===== config.mk =====
export PLATFORM = sky130hd
export DESIGN_NAME = clk_period_meter
export DESIGN_NICKNAME = d
export VERILOG_FILES = /design/src/rtl/clk_period_meter.sv
export SDC_FILE = /design/constraint.sdc
export NUM_CORES = 1
export LEC_CHECK = 0
export CAP_MARGIN = 20
export CORE_ASPECT_RATIO = 2
export CORE_MARGIN = 1.5
export CORE_UTILIZATION = 55
export DETAILED_ROUTE_END_ITERATION = 10
export GPL_ROUTABILITY_DRIVEN = 0
export GPL_TIMING_DRIVEN = 1
export HOLD_SLACK_MARGIN = 0.05
export PLACE_DENSITY = 0.79
export SLEW_MARGIN = 20
export SYNTH_ARGS = -nofsm -noshare
export SYNTH_HDL_FRONTEND = slang
export SYNTH_SLANG_ARGS = --single-unit

===== constraint.sdc =====
create_clock -name clk -period 6.1 [get_ports clk]
set_clock_uncertainty 0.05 [all_clocks]
set_input_delay 0.61 -clock clk [delete_from_list [all_inputs] [get_ports clk]]
set_output_delay 0.61 -clock clk [all_outputs]
set_load 0.05 [all_outputs]

===== src/rtl/clk_period_meter.sv =====
// clk_period_meter: measures period and high time of a slow asynchronous
// square wave in units of clk. Each completed period is offered on a single
// valid/ready holding register. A result that arrives while the register is
// still waiting to be accepted is dropped and flagged through the sticky
// overrun bit. stuck flags a missing rising edge while measuring.
module clk_period_meter #(
  parameter int unsigned CNT_W   = 32,
  parameter int unsigned TIMEOUT = 200_000_000
) (
  input  logic             clk,
  input  logic             rst_n,
  input  logic             sig_in,
  output logic             m_valid,
  input  logic             m_ready,
  output logic [CNT_W-1:0] period,
  output logic [CNT_W-1:0] high_time,
  output logic             overrun,
  output logic             stuck
);

  localparam logic [CNT_W-1:0] LP_CNT_LAST = CNT_W'(TIMEOUT - 1);

  typedef enum logic [1:0] {
    ST_IDLE,
    ST_ARM,
    ST_MEAS
  } state_t;

  state_t           r_state;
  state_t           w_state_nxt;

  logic             r_s1;
  logic             r_s2;
  logic             r_s3;
  logic             w_rise;
  logic             w_fall;

  logic [CNT_W-1:0] r_cnt;
  logic [CNT_W-1:0] r_high_tmp;
  logic [CNT_W-1:0] w_cnt_inc;
  logic             w_cnt_last;

  logic             w_cnt_clr;
  logic             w_cnt_en;
  logic             w_cap_high;
  logic             w_publish;
  logic             w_timeout;

  logic             w_accept;
  logic             w_load;
  logic             r_valid;
  logic             r_overrun;
  logic             r_stuck;
  logic [CNT_W-1:0] r_period;
  logic [CNT_W-1:0] r_high;

  // Three-stage synchroniser; s3 is kept only to detect edges on s2.
  always_ff @(posedge clk or negedge rst_n) begin
    if (!rst_n) begin
      r_s1 <= 1'b0;
      r_s2 <= 1'b0;
      r_s3 <= 1'b0;
    end else begin
      r_s1 <= sig_in;
      r_s2 <= r_s1;
      r_s3 <= r_s2;
    end
  end

  assign w_rise     = r_s2 & ~r_s3;
  assign w_fall     = ~r_s2 & r_s3;
  assign w_cnt_inc  = r_cnt + CNT_W'(1);
  assign w_cnt_last = (r_cnt == LP_CNT_LAST);

  // FSM state register.
  always_ff @(posedge clk or negedge rst_n) begin
    if (!rst_n) begin
      r_state <= ST_IDLE;
    end else begin
      r_state <= w_state_nxt;
    end
  end

  // Next state: IDLE waits for a settled low level so a partial period is never measured.
  always_comb begin
    w_state_nxt = r_state;
    unique case (r_state)
      ST_IDLE: if (!r_s2 && !r_s3)            w_state_nxt = ST_ARM;
      ST_ARM:  if (w_rise)                    w_state_nxt = ST_MEAS;
      ST_MEAS: if (!w_rise && w_cnt_last)     w_state_nxt = ST_IDLE;
      default:                                w_state_nxt = ST_IDLE;
    endcase
  end

  // FSM outputs: counter control, high-time capture, publish and timeout strobes.
  always_comb begin
    w_cnt_clr  = 1'b0;
    w_cnt_en   = 1'b0;
    w_cap_high = 1'b0;
    w_publish  = 1'b0;
    w_timeout  = 1'b0;
    unique case (r_state)
      ST_ARM: begin
        w_cnt_clr = w_rise;
      end
      ST_MEAS: begin
        w_cnt_en   = 1'b1;
        w_cap_high = w_fall;
        w_publish  = w_rise;
        w_timeout  = !w_rise && w_cnt_last;
        w_cnt_clr  = w_rise || w_timeout;
      end
      default: ;
    endcase
  end

  // Cycle counter since the last rising edge, and the high time of the current period.
  always_ff @(posedge clk or negedge rst_n) begin
    if (!rst_n) begin
      r_cnt      <= '0;
      r_high_tmp <= '0;
    end else begin
      if (w_cnt_clr) begin
        r_cnt <= '0;
      end else if (w_cnt_en) begin
        r_cnt <= w_cnt_inc;
      end
      if (w_cap_high) begin
        r_high_tmp <= w_cnt_inc;
      end
    end
  end

  assign w_accept = r_valid & m_ready;
  assign w_load   = w_publish & (~r_valid | m_ready);

  // Output holding register; an accept in the same cycle as an overrun wins.
  always_ff @(posedge clk or negedge rst_n) begin
    if (!rst_n) begin
      r_valid   <= 1'b0;
      r_overrun <= 1'b0;
      r_stuck   <= 1'b0;
      r_period  <= '0;
      r_high    <= '0;
    end else begin
      if (w_load) begin
        r_valid  <= 1'b1;
        r_period <= w_cnt_inc;
        r_high   <= r_high_tmp;
      end else if (w_accept) begin
        r_valid <= 1'b0;
      end

      if (w_accept) begin
        r_overrun <= 1'b0;
      end else if (w_publish && r_valid) begin
        r_overrun <= 1'b1;
      end

      if (w_timeout) begin
        r_stuck <= 1'b1;
      end else if (w_load) begin
        r_stuck <= 1'b0;
      end
    end
  end

  assign m_valid   = r_valid;
  assign period    = r_period;
  assign high_time = r_high;
  assign overrun   = r_overrun;
  assign stuck     = r_stuck;

endmodule

==> results of run 1 <==
kinds of logic after synthesis:
kind of cell / Yosys count / synth area share [%]
simple gates: 314 / 23.5
flops: 136 / 56.7
compound gates: 72 / 6.13
xor+xnor: 60 / 8.75
buf+inv: 46 / 3.33
mux: 4 / 0.729
fa+ha+maj: 4 / 0.834
registers in the layout, indices dropped and copies added (netlist names), 2 cells and up:
signal,cells
r_cnt,32
period,32
r_state,2
high_time,32
r_high_tmp,32
cells in the mapped netlist (all sizes together), types with 4 or more instances:
| library cell | instances | share of area (%) |
|---|---|---|
| nor3 | 9 | 0.75 |
| nand2 | 185 | 12 |
| nand3 | 26 | 2.3 |
| nor4 | 6 | 0.98 |
| and3 | 10 | 1.0 |
| inv | 4 | 0.25 |
| ha | 4 | 0.83 |
| dfrtp | 136 | 57 |
| nand4 | 22 | 2.5 |
| xor2 | 43 | 6.3 |
| nor2 | 42 | 2.6 |
| o21ai | 66 | 5.5 |
| buf | 17 | 1.5 |
| xnor2 | 17 | 2.5 |
| clkbuf | 25 | 1.6 |
power groups by stage:
stage                     Clock, mW  Combinational (mW)  Sequential [mW]
after floorplan                   0               0.191             1.10
after global placement            0               0.378             1.02
after detailed placement          0               0.391             1.02
after CTS                      1.06               0.394             1.01
after global routing           1.10               0.425             1.02
final                          1.05               0.394             1.01
worst max-delay path: stages (launching register included):
cell	delay [ns]
dfrtp_1	0.40
inv_1	0.10
ha_1	0.15
buf_4	0.32
nand3_2	0.73
buf_4	0.55
nand2_1	0.13
o21ai_0	0.12
cell type report:
cell class / instances / area (um2) / share of cell area [%]
Sequential cell: 136 / 3400 / 46.3
Multi-Input combinational cell: 454 / 2410 / 32.8
Timing Repair Buffer: 75 / 736 / 10.0
Clock buffer: 23 / 498 / 6.78
Tap cell: 137 / 171 / 2.33
Clock inverter: 7 / 116 / 1.58
Inverter: 4 / 15.0 / 0.204
stage by stage:
step | area, um2 | setup slack (ns) | hold slack (ns)
after floorplan | 6000 | 4.19 | 0.264
after global placement | 6730 | 3.27 | 0.290
after detailed placement | 6730 | 3.23 | 0.290
after CTS | 7350 | 3.20 | 0.301
after global routing | 7350 | 3.16 | 0.307
final | 7350 | 3.35 | 0.263
metal layers:
| layer | wire (um) | up-vias | track usage, % |
|---|---|---|---|
| met5 | 0 | - | 0 |
| met4 | 272 | 0 | 9.72 |
| met3 | 455 | 21 | 5.21 |
| met2 | 7230 | 138 | 43.7 |
| met1 | 5340 | 2260 | 28.2 |
| li1 | - | 2199 | - |
final timing paths:
| check | from | end | slack, ns | cells past startpoint |
|---|---|---|---|---|
| max in group asynchronous | rst_n | high_time[12]$_DFFE_PN0P_ | 4.40 | 2 |
| setup reg to reg | r_state[0]$_DFFE_PN0P_ | period[22]$_DFFE_PN0P_ | 3.35 | 7 |
| hold / removal | rst_n | r_cnt[27]$_DFFE_PN0P_ | 0.26 | 1 |
| hold reg to reg | r_s1$_DFF_PN0_ | r_s2$_DFF_PN0_ | 0.30 | 0 |
| setup / recovery | r_state[0]$_DFFE_PN0P_ | period[22]$_DFFE_PN0P_ | 3.35 | 7 |
| min in group clk | r_s1$_DFF_PN0_ | r_s2$_DFF_PN0_ | 0.30 | 0 |
==> run summary, run 1 <==
gr ovfl total - 0
Clock power frac - 42.7%
outcome - finished clean
TritonRoute pass-1 iters - 5
Mapped Nets - 644
# H-tree levels - 4
share of cells above drive strength 1 - 6.58%
setup bufs post-CTS - 0
clock root cell - clkbuf_16
unrepaired setup endpoints after global routing - no
Boundary Pins - 71
Flop pwr share - 41.2%
P_leak - 3.34 nW
Skew-Pair Late Insertion Delay - 0.41 ns
sw power - 0.681 mW
Resize count post-CTS - 0
Logic pwr share - 16.1%
setup violators final - 0
most frequent cells in the layout - 185 x nand2_1, 136 x dfrtp_1, 69 x clkdlybuf4s50_1
Cells after Synth - 636
initial antenna violation count - 0
DR WL/cell - 15.9 um
Ant. Diodes - 0
sum of negative setup slack - 0 ns
Detail Route Antenna Nets - 0
Core Util, Final - 69.7%
HPWL after DPL - 8810 um
final hold violation count - 0
yosys warns - 0
largest net degree at the start of global routing - 73
Worst-Margin Slew - 1.11 ns
CP startpoint kind - flip-flop
Max Slew Vio Count - 0
register area share after synthesis - 56.7%
Placement Rows - 53
clk slew on worst S/H paths - 0.06 ns
area of the core - 10500 um2
Internal Power - 1.77 mW
Chip Height - 151 um
clock sinks - 136
IO Port Bufs - 70
Req. time, crit path - 6.30 ns
global-route wire length before repair - 22100 um
VDD IR max - 0.236 mV
vias per std cell - 5.52
commonest non-fill, non-tap cell in the layout - nand2_1
Pwr Density - 334 nW/um2
cts bufs inserted - 17
initial core utilization - 56.9%
Tcrit/Tclk final - 45.1%
Final Non-Filler Cells - 836
EDFF count, synth - 0
crit path time final - 2.75 ns
number of DRC markers in iteration 0 - 358
FMAX - 0.364 GHz
# Max-Cap Violations - 0
Hold Buf Count CTS - 0
post-synthesis cell area - 6000 um2
ys async rst share - 100%
Clock Tree Buf Depth - 2
via count - 4618
fill cell count - 749
dpl cells - 806
Hold Path Class - in -> async
Critical Path AT - 2.95 ns
worst-path fanout max - 49
Yosys reg bits - 136
Post-synth top flop - dfrtp_1
Rel. slew slack - 25.3%
Total Wirelength - 13300 um
critical path type - reg -> reg
# nets final - 696
area growth from synthesis to layout - 22.4%
total track usage - 24.4%
Synth cell types - 39
Crit. End Element - flip-flop
number of global-route vias before repair - 4516
TritonCTS clock tree - yes
Die X - 76.9 um
drc violations - 0
Sw Ratio - 27.8%
total power - 2.45 mW
Avg Inst Size Synth - 9.44 um2
Die Area - 11600 um2
Note: power is estimated with default switching activity, not from simulation.
==> inputs of run 2 (changes only) <==
==> constraint.sdc (replaced) <==
create_clock -name clk -period 2.6 [get_ports clk]
set_clock_uncertainty 0.05 [all_clocks]
set_input_delay 0.26 -clock clk [delete_from_list [all_inputs] [get_ports clk]]
set_output_delay 0.26 -clock clk [all_outputs]
set_load 0.05 [all_outputs]
==> run summary, run 2 (synthesis results as in run 1) <==
Rel. slew slack - 57.0% (+32 points)
cts bufs inserted - 17 (unchanged)
Pwr Density - 806 nW/um2 (+140%)
outcome - finished clean
TritonCTS clock tree - yes
dpl cells - 814 (+0.99%)
Flop pwr share - 39.0% (-2.2 points)
Die Area - 11600 um2 (unchanged)
total power - 6.07 mW (+150%)
Core Util, Final - 71.5% (+1.8 points)
final hold violation count - 0 (unchanged)
via count - 4696 (+1.7%)
Internal Power - 4.44 mW (+150%)
setup violators final - 0 (unchanged)
critical path type - reg -> reg
number of DRC markers in iteration 0 - 340 (-5.0%)
Logic pwr share - 15.7% (-0.4 points)
Boundary Pins - 71 (unchanged)
Total Wirelength - 13400 um (+0.88%)
FMAX - 0.448 GHz (+23%)
clock sinks - 136 (unchanged)
Clock power frac - 45.3% (+2.6 points)
total track usage - 25.4% (+0.96 points)
crit path time final - 2.23 ns (-0.517 ns)
Worst-Margin Slew - 0.646 ns (-0.466 ns)
Detail Route Antenna Nets - 0 (unchanged)
Resize count post-CTS - 0 (unchanged)
number of global-route vias before repair - 4764 (+5.5%)
P_leak - 3.44 nW (+3.0%)
share of cells above drive strength 1 - 7.61% (+1.0 points)
Chip Height - 151 um (unchanged)
Ant. Diodes - 0 (unchanged)
gr ovfl total - 0 (unchanged)
sw power - 1.64 mW (+140%)
Final Non-Filler Cells - 847 (+1.3%)
largest net degree at the start of global routing - 96 (+32%)
clock root cell - clkbuf_16
Die X - 76.9 um (unchanged)
Clock Tree Buf Depth - 2 (unchanged)
Hold Buf Count CTS - 1 (+1)
Skew-Pair Late Insertion Delay - 0.41 ns (about the same)
commonest non-fill, non-tap cell in the layout - nand2_1
Placement Rows - 53 (unchanged)
initial antenna violation count - 0 (unchanged)
worst-path fanout max - 25 (-49%)
# H-tree levels - 4 (unchanged)
unrepaired setup endpoints after global routing - no
area growth from synthesis to layout - 25.5%
Req. time, crit path - 2.83 ns (-3.47 ns)
drc violations - 0 (unchanged)
setup bufs post-CTS - 0 (unchanged)
PnR worst setup slack - 0.367 ns (-2.98 ns)
DR WL/cell - 15.8 um (-0.43%)
global-route wire length before repair - 22900 um (+4.0%)
Crit. End Element - flip-flop
vias per std cell - 5.54 (+0.37%)
CP startpoint kind - flip-flop
HPWL after DPL - 8950 um (+1.6%)
TritonRoute pass-1 iters - 5 (unchanged)
Max Slew Vio Count - 0 (unchanged)
VDD IR max - 0.570 mV (+140%)
Tcrit/Tclk final - 85.9% (+41 points)
# Max-Cap Violations - 0 (unchanged)
IO Port Bufs - 70 (unchanged)
Critical Path AT - 2.47 ns (-0.48 ns)
most frequent cells in the layout - 185 x nand2_1, 136 x dfrtp_1, 69 x clkdlybuf4s50_1
Sw Ratio - 27.0% (-0.81 points)
# nets final - 705 (+1.3%)
sum of negative setup slack - 0 ns (unchanged)
area of the core - 10500 um2 (unchanged)
DP Worst Slack - 0.409 ns (-2.82 ns)
Hold Path Class - in -> reg
clk slew on worst S/H paths - 0.06 ns (about the same)
initial core utilization - 56.9% (unchanged)
[run 2: cell types whose count changed in the layout (fill, tap and decap cells not counted), sizes merged]
cell	before	now
buf	6	14
bufinv	3	6
clkbuf	23	21
inv	4	6
clkinv	3	2
dlygate4sd3	0	1
[run 2: critical path: stages (launching register included)]
cell,delay [ns]
dfrtp_1,0.46
ha_1,0.27
and3_1,0.30
nand2_1,0.13
o41ai_1,0.32
and2_1,0.19
buf_4,0.28
nor2_1,0.09
[run 2: final timing paths]
path / depth (start not counted) / slack, ns / endpoint / startpoint
worst max-delay path: 7 / 0.37 / r_cnt[15]$_DFFE_PN0P_ / r_cnt[0]$_DFFE_PN0P_
worst min-delay path: 1 / 0.24 / r_s1$_DFF_PN0_ / sig_in
worst max register to register: 7 / 0.37 / r_cnt[15]$_DFFE_PN0P_ / r_cnt[0]$_DFFE_PN0P_
worst min register to register: 0 / 0.31 / r_s2$_DFF_PN0_ / r_s1$_DFF_PN0_
max in group asynchronous: 3 / 1.45 / r_cnt[18]$_DFFE_PN0P_ / rst_n
min in group asynchronous: 2 / 0.36 / r_cnt[23]$_DFFE_PN0P_ / rst_n
[run 2: cell type report]
cell class	instances	area [um2]
multi-input combinational	454	2410
clock buffer	21	470
tap	137	171
timing repair buffer	84	856
sequential	136	3400
inverter	4	15.0
clock inverter	11	215
fill	706	3010
[run 2: power groups by stage]
stage	sequential, mW	clock [mW]	combinational, mW
after detailed placement	2.40	0	0.946
after global placement	2.39	0	0.922
after global routing	2.39	2.87	1.05
final	2.37	2.75	0.951
after CTS	2.37	2.77	0.959
after floorplan	2.58	0	0.448
[run 2: through the flow]
| step | area [um2] | hold slack (ns) |
|---|---|---|
| after CTS | 7540 | 0.235 |
| after global routing | 7540 | 0.235 |
| after floorplan | 6000 | -0.0856 |
| after global placement | 6840 | 0.273 |
| after detailed placement | 6840 | 0.273 |
| final | 7540 | 0.240 |
[run 2: routing by layer]
metal  share of wire (%)  global-route usage [%]  up-vias
met5                   0                       0        -
met4                 3.2                    11.0        0
met3                 3.1                    5.09       39
met2                  54                    45.4      136
met1                  40                    29.1     2302
li1                    -                       -     2219
==> inputs of run 3 (changes only) <==
--- a/config.mk
+++ b/config.mk
@@ -8,12 +8,11 @@
 export CAP_MARGIN = 20
 export CORE_ASPECT_RATIO = 2
 export CORE_MARGIN = 1.5
-export CORE_UTILIZATION = 55
+export CORE_UTILIZATION = 41
 export DETAILED_ROUTE_END_ITERATION = 10
 export GPL_ROUTABILITY_DRIVEN = 0
 export GPL_TIMING_DRIVEN = 1
 export HOLD_SLACK_MARGIN = 0.05
-export PLACE_DENSITY = 0.79
 export SLEW_MARGIN = 20
 export SYNTH_ARGS = -nofsm -noshare
 export SYNTH_HDL_FRONTEND = slang
==> constraint.sdc (replaced) <==
create_clock -name clk -period 2.4 [get_ports clk]
set_clock_uncertainty 0.05 [all_clocks]
set_input_delay 0.24 -clock clk [delete_from_list [all_inputs] [get_ports clk]]
set_output_delay 0.24 -clock clk [all_outputs]
set_load 0.05 [all_outputs]
==> run summary, run 3 (synthesis results as in run 1) <==
outcome - finished clean
Req. time, crit path - 2.64 ns (-0.19 ns)
Clock Tree Buf Depth - 2 (unchanged)
HP Start - sig_in
crit path time final - 2.18 ns (-0.0572 ns)
Clock power frac - 40.3% (-5.0 points)
initial core utilization - 41.8% (-15 points)
Flop pwr share - 42.4% (+3.4 points)
area growth from synthesis to layout - 25.1%
Rel. slew slack - 58.5% (+1.5 points)
Chip Height - 174 um (+16%)
Critical Path AT - 2.42 ns (-0.05 ns)
Worst-Margin Slew - 0.618 ns (-0.0275 ns)
DP Worst Slack - 0.242 ns (-0.167 ns)
via count - 4618 (-1.7%)
Sw Ratio - 31.6% (+4.7 points)
WHS Endpoint - r_s1$_DFF_PN0_
Detail Route Antenna Nets - 0 (unchanged)
Tcrit/Tclk final - 90.6% (+4.8 points)
hold path cells - 1 (unchanged)
cts bufs inserted - 17 (unchanged)
# Max-Cap Violations - 0 (unchanged)
setup violators final - 0 (unchanged)
total track usage - 19.5% (-5.9 points)
unrepaired setup endpoints after global routing - no
final hold violation count - 0 (unchanged)
total power - 6.05 mW (-0.44%)
setup bufs post-CTS - 0 (unchanged)
P_leak - 3.39 nW (-1.5%)
# H-tree levels - 4 (unchanged)
Skew-Pair Late Insertion Delay - 0.41 ns (about the same)
RR Endpoint - r_cnt[0]$_DFFE_PN0P_
initial antenna violation count - 0 (unchanged)
vias per std cell - 5.10 (-8.1%)
HPWL after DPL - 9800 um (+9.4%)
drc violations - 0 (unchanged)
clock root cell - clkbuf_16
worst-path fanout max - 32 (+28%)
CP startpoint kind - flip-flop
Boundary Pins - 71 (unchanged)
Resize count post-CTS - 0 (unchanged)
number of DRC markers in iteration 0 - 212 (-38%)
commonest non-fill, non-tap cell in the layout - nand2_1
Die X - 88.6 um (+15%)
clk slew on worst S/H paths - 0.06 ns (about the same)
Logic pwr share - 17.4% (+1.7 points)
sum of negative setup slack - 0 ns (unchanged)
Max Slew Vio Count - 0 (unchanged)
FF-to-FF Start - r_cnt[0]$_DFFE_PN0P_
global-route wire length before repair - 23200 um (+1.3%)
DR WL/cell - 15.4 um (-3.0%)
Die Area - 15400 um2 (+33%)
R2R setup slack - 0.22 ns (-0.14 ns)
fill cell count - 1349 (+91%)
sw power - 1.91 mW (+17%)
Hold Path Class - in -> reg
Core Util, Final - 52.3% (-19 points)
PnR worst setup slack - 0.225 ns (-0.143 ns)
critical path type - reg -> reg
IO Port Bufs - 70 (unchanged)
most frequent cells in the layout - 185 x nand2_1, 136 x dfrtp_1, 69 x clkdlybuf4s50_1
TritonCTS clock tree - yes
Total Wirelength - 13900 um (+3.8%)
Reg2Reg Depth - 7 (unchanged)
Crit. End Element - flip-flop
Placement Rows - 62 (+17%)
Pwr Density - 805 nW/um2 (-0.10%)
clock sinks - 136 (unchanged)
TritonRoute pass-1 iters - 4 (-1)
share of cells above drive strength 1 - 8.26% (+0.66 points)
gr ovfl total - 0 (unchanged)
Internal Power - 4.13 mW (-6.8%)
area of the core - 14400 um2 (+36%)
# nets final - 709 (+0.57%)
FMAX - 0.460 GHz (+2.6%)
VDD IR max - 0.474 mV (-17%)
number of global-route vias before repair - 4682 (-1.7%)
Ant. Diodes - 0 (unchanged)
largest net degree at the start of global routing - 56 (-42%)
## run 3: changes by cell type in the layout (fill, tap and decap cells not counted), moves of 2 or more
cell | before | now
clkbuf_8 | 3 | 0
buf_4 | 10 | 14
inv_6 | 2 | 4
clkinv_4 | 0 | 5
inv_8 | 0 | 2
bufinv_16 | 6 | 0
## run 3: worst max-delay path by stage
stage	from	end	slack, ns
5_1_grt	r_cnt[0]$_DFFE_PN0P_	r_cnt[17]$_DFFE_PN0P_	0.02
6_report	r_cnt[0]$_DFFE_PN0P_	r_cnt[0]$_DFFE_PN0P_	0.22
4_1_cts	r_cnt[0]$_DFFE_PN0P_	r_cnt[17]$_DFFE_PN0P_	0.23
2_1_floorplan	r_cnt[0]$_DFFE_PN0P_	r_cnt[14]$_DFFE_PN0P_	0.49
3_3_place_gp	r_cnt[0]$_DFFE_PN0P_	period[28]$_DFFE_PN0P_	0.31
3_5_place_dp	r_cnt[0]$_DFFE_PN0P_	r_cnt[17]$_DFFE_PN0P_	0.24
## run 3: what timing repair did
item,CTS,global route
setup endpoints to repair,0,0
hold buffers,1,0
hold endpoints to repair,34,0
## run 3: power by group through the flow
| stage | Sequential [mW] | Clock (mW) | Combinational, mW |
|---|---|---|---|
| floorplan | 2.80 | 0 | 0.485 |
| global placement | 2.59 | 0 | 1.03 |
| detailed placement | 2.60 | 0 | 1.06 |
| CTS | 2.56 | 2.49 | 1.06 |
| global route | 2.58 | 2.60 | 1.15 |
| finish | 2.56 | 2.44 | 1.05 |
## run 3: layer usage
layer | up-vias | share of wire, % | GRT usage [%]
li1 | 2231 | - | -
met1 | 2210 | 41 | 23.6
met2 | 135 | 52 | 32.1
met3 | 42 | 3.1 | 3.51
met4 | 0 | 4.3 | 10.9
met5 | - | 0 | 0
## run 3: worst max-delay path, stage by stage, from the launching register on
cell	delay, ns
dfrtp_1	0.45
ha_1	0.26
and3_1	0.31
nand2_1	0.13
o41ai_1	0.35
and2_1	0.22
buf_12	0.20
nor2_1	0.08
## run 3: stage by stage
| stage | cell area (um2) | hold slack [ns] | std cells |
|---|---|---|---|
| final | 7510 | 0.214 | 906 |
| after global routing | 7510 | 0.217 | 906 |
| after CTS | 7510 | 0.205 | 906 |
| after detailed placement | 6940 | 0.125 | 873 |
| after global placement | 6940 | 0.123 | 873 |
| after floorplan | 6000 | -0.106 | 636 |
## run 3: cell type report
cell class	count	area [um2]	area share, %
clock buffers	17	425	5.66
clock inverters	15	138	1.83
inverters	4	15.0	0.200
multi-input cells	454	2410	32.1
flip-flops and latches	136	3400	45.3
well taps	192	240	3.20
repair buffers	88	877	11.7
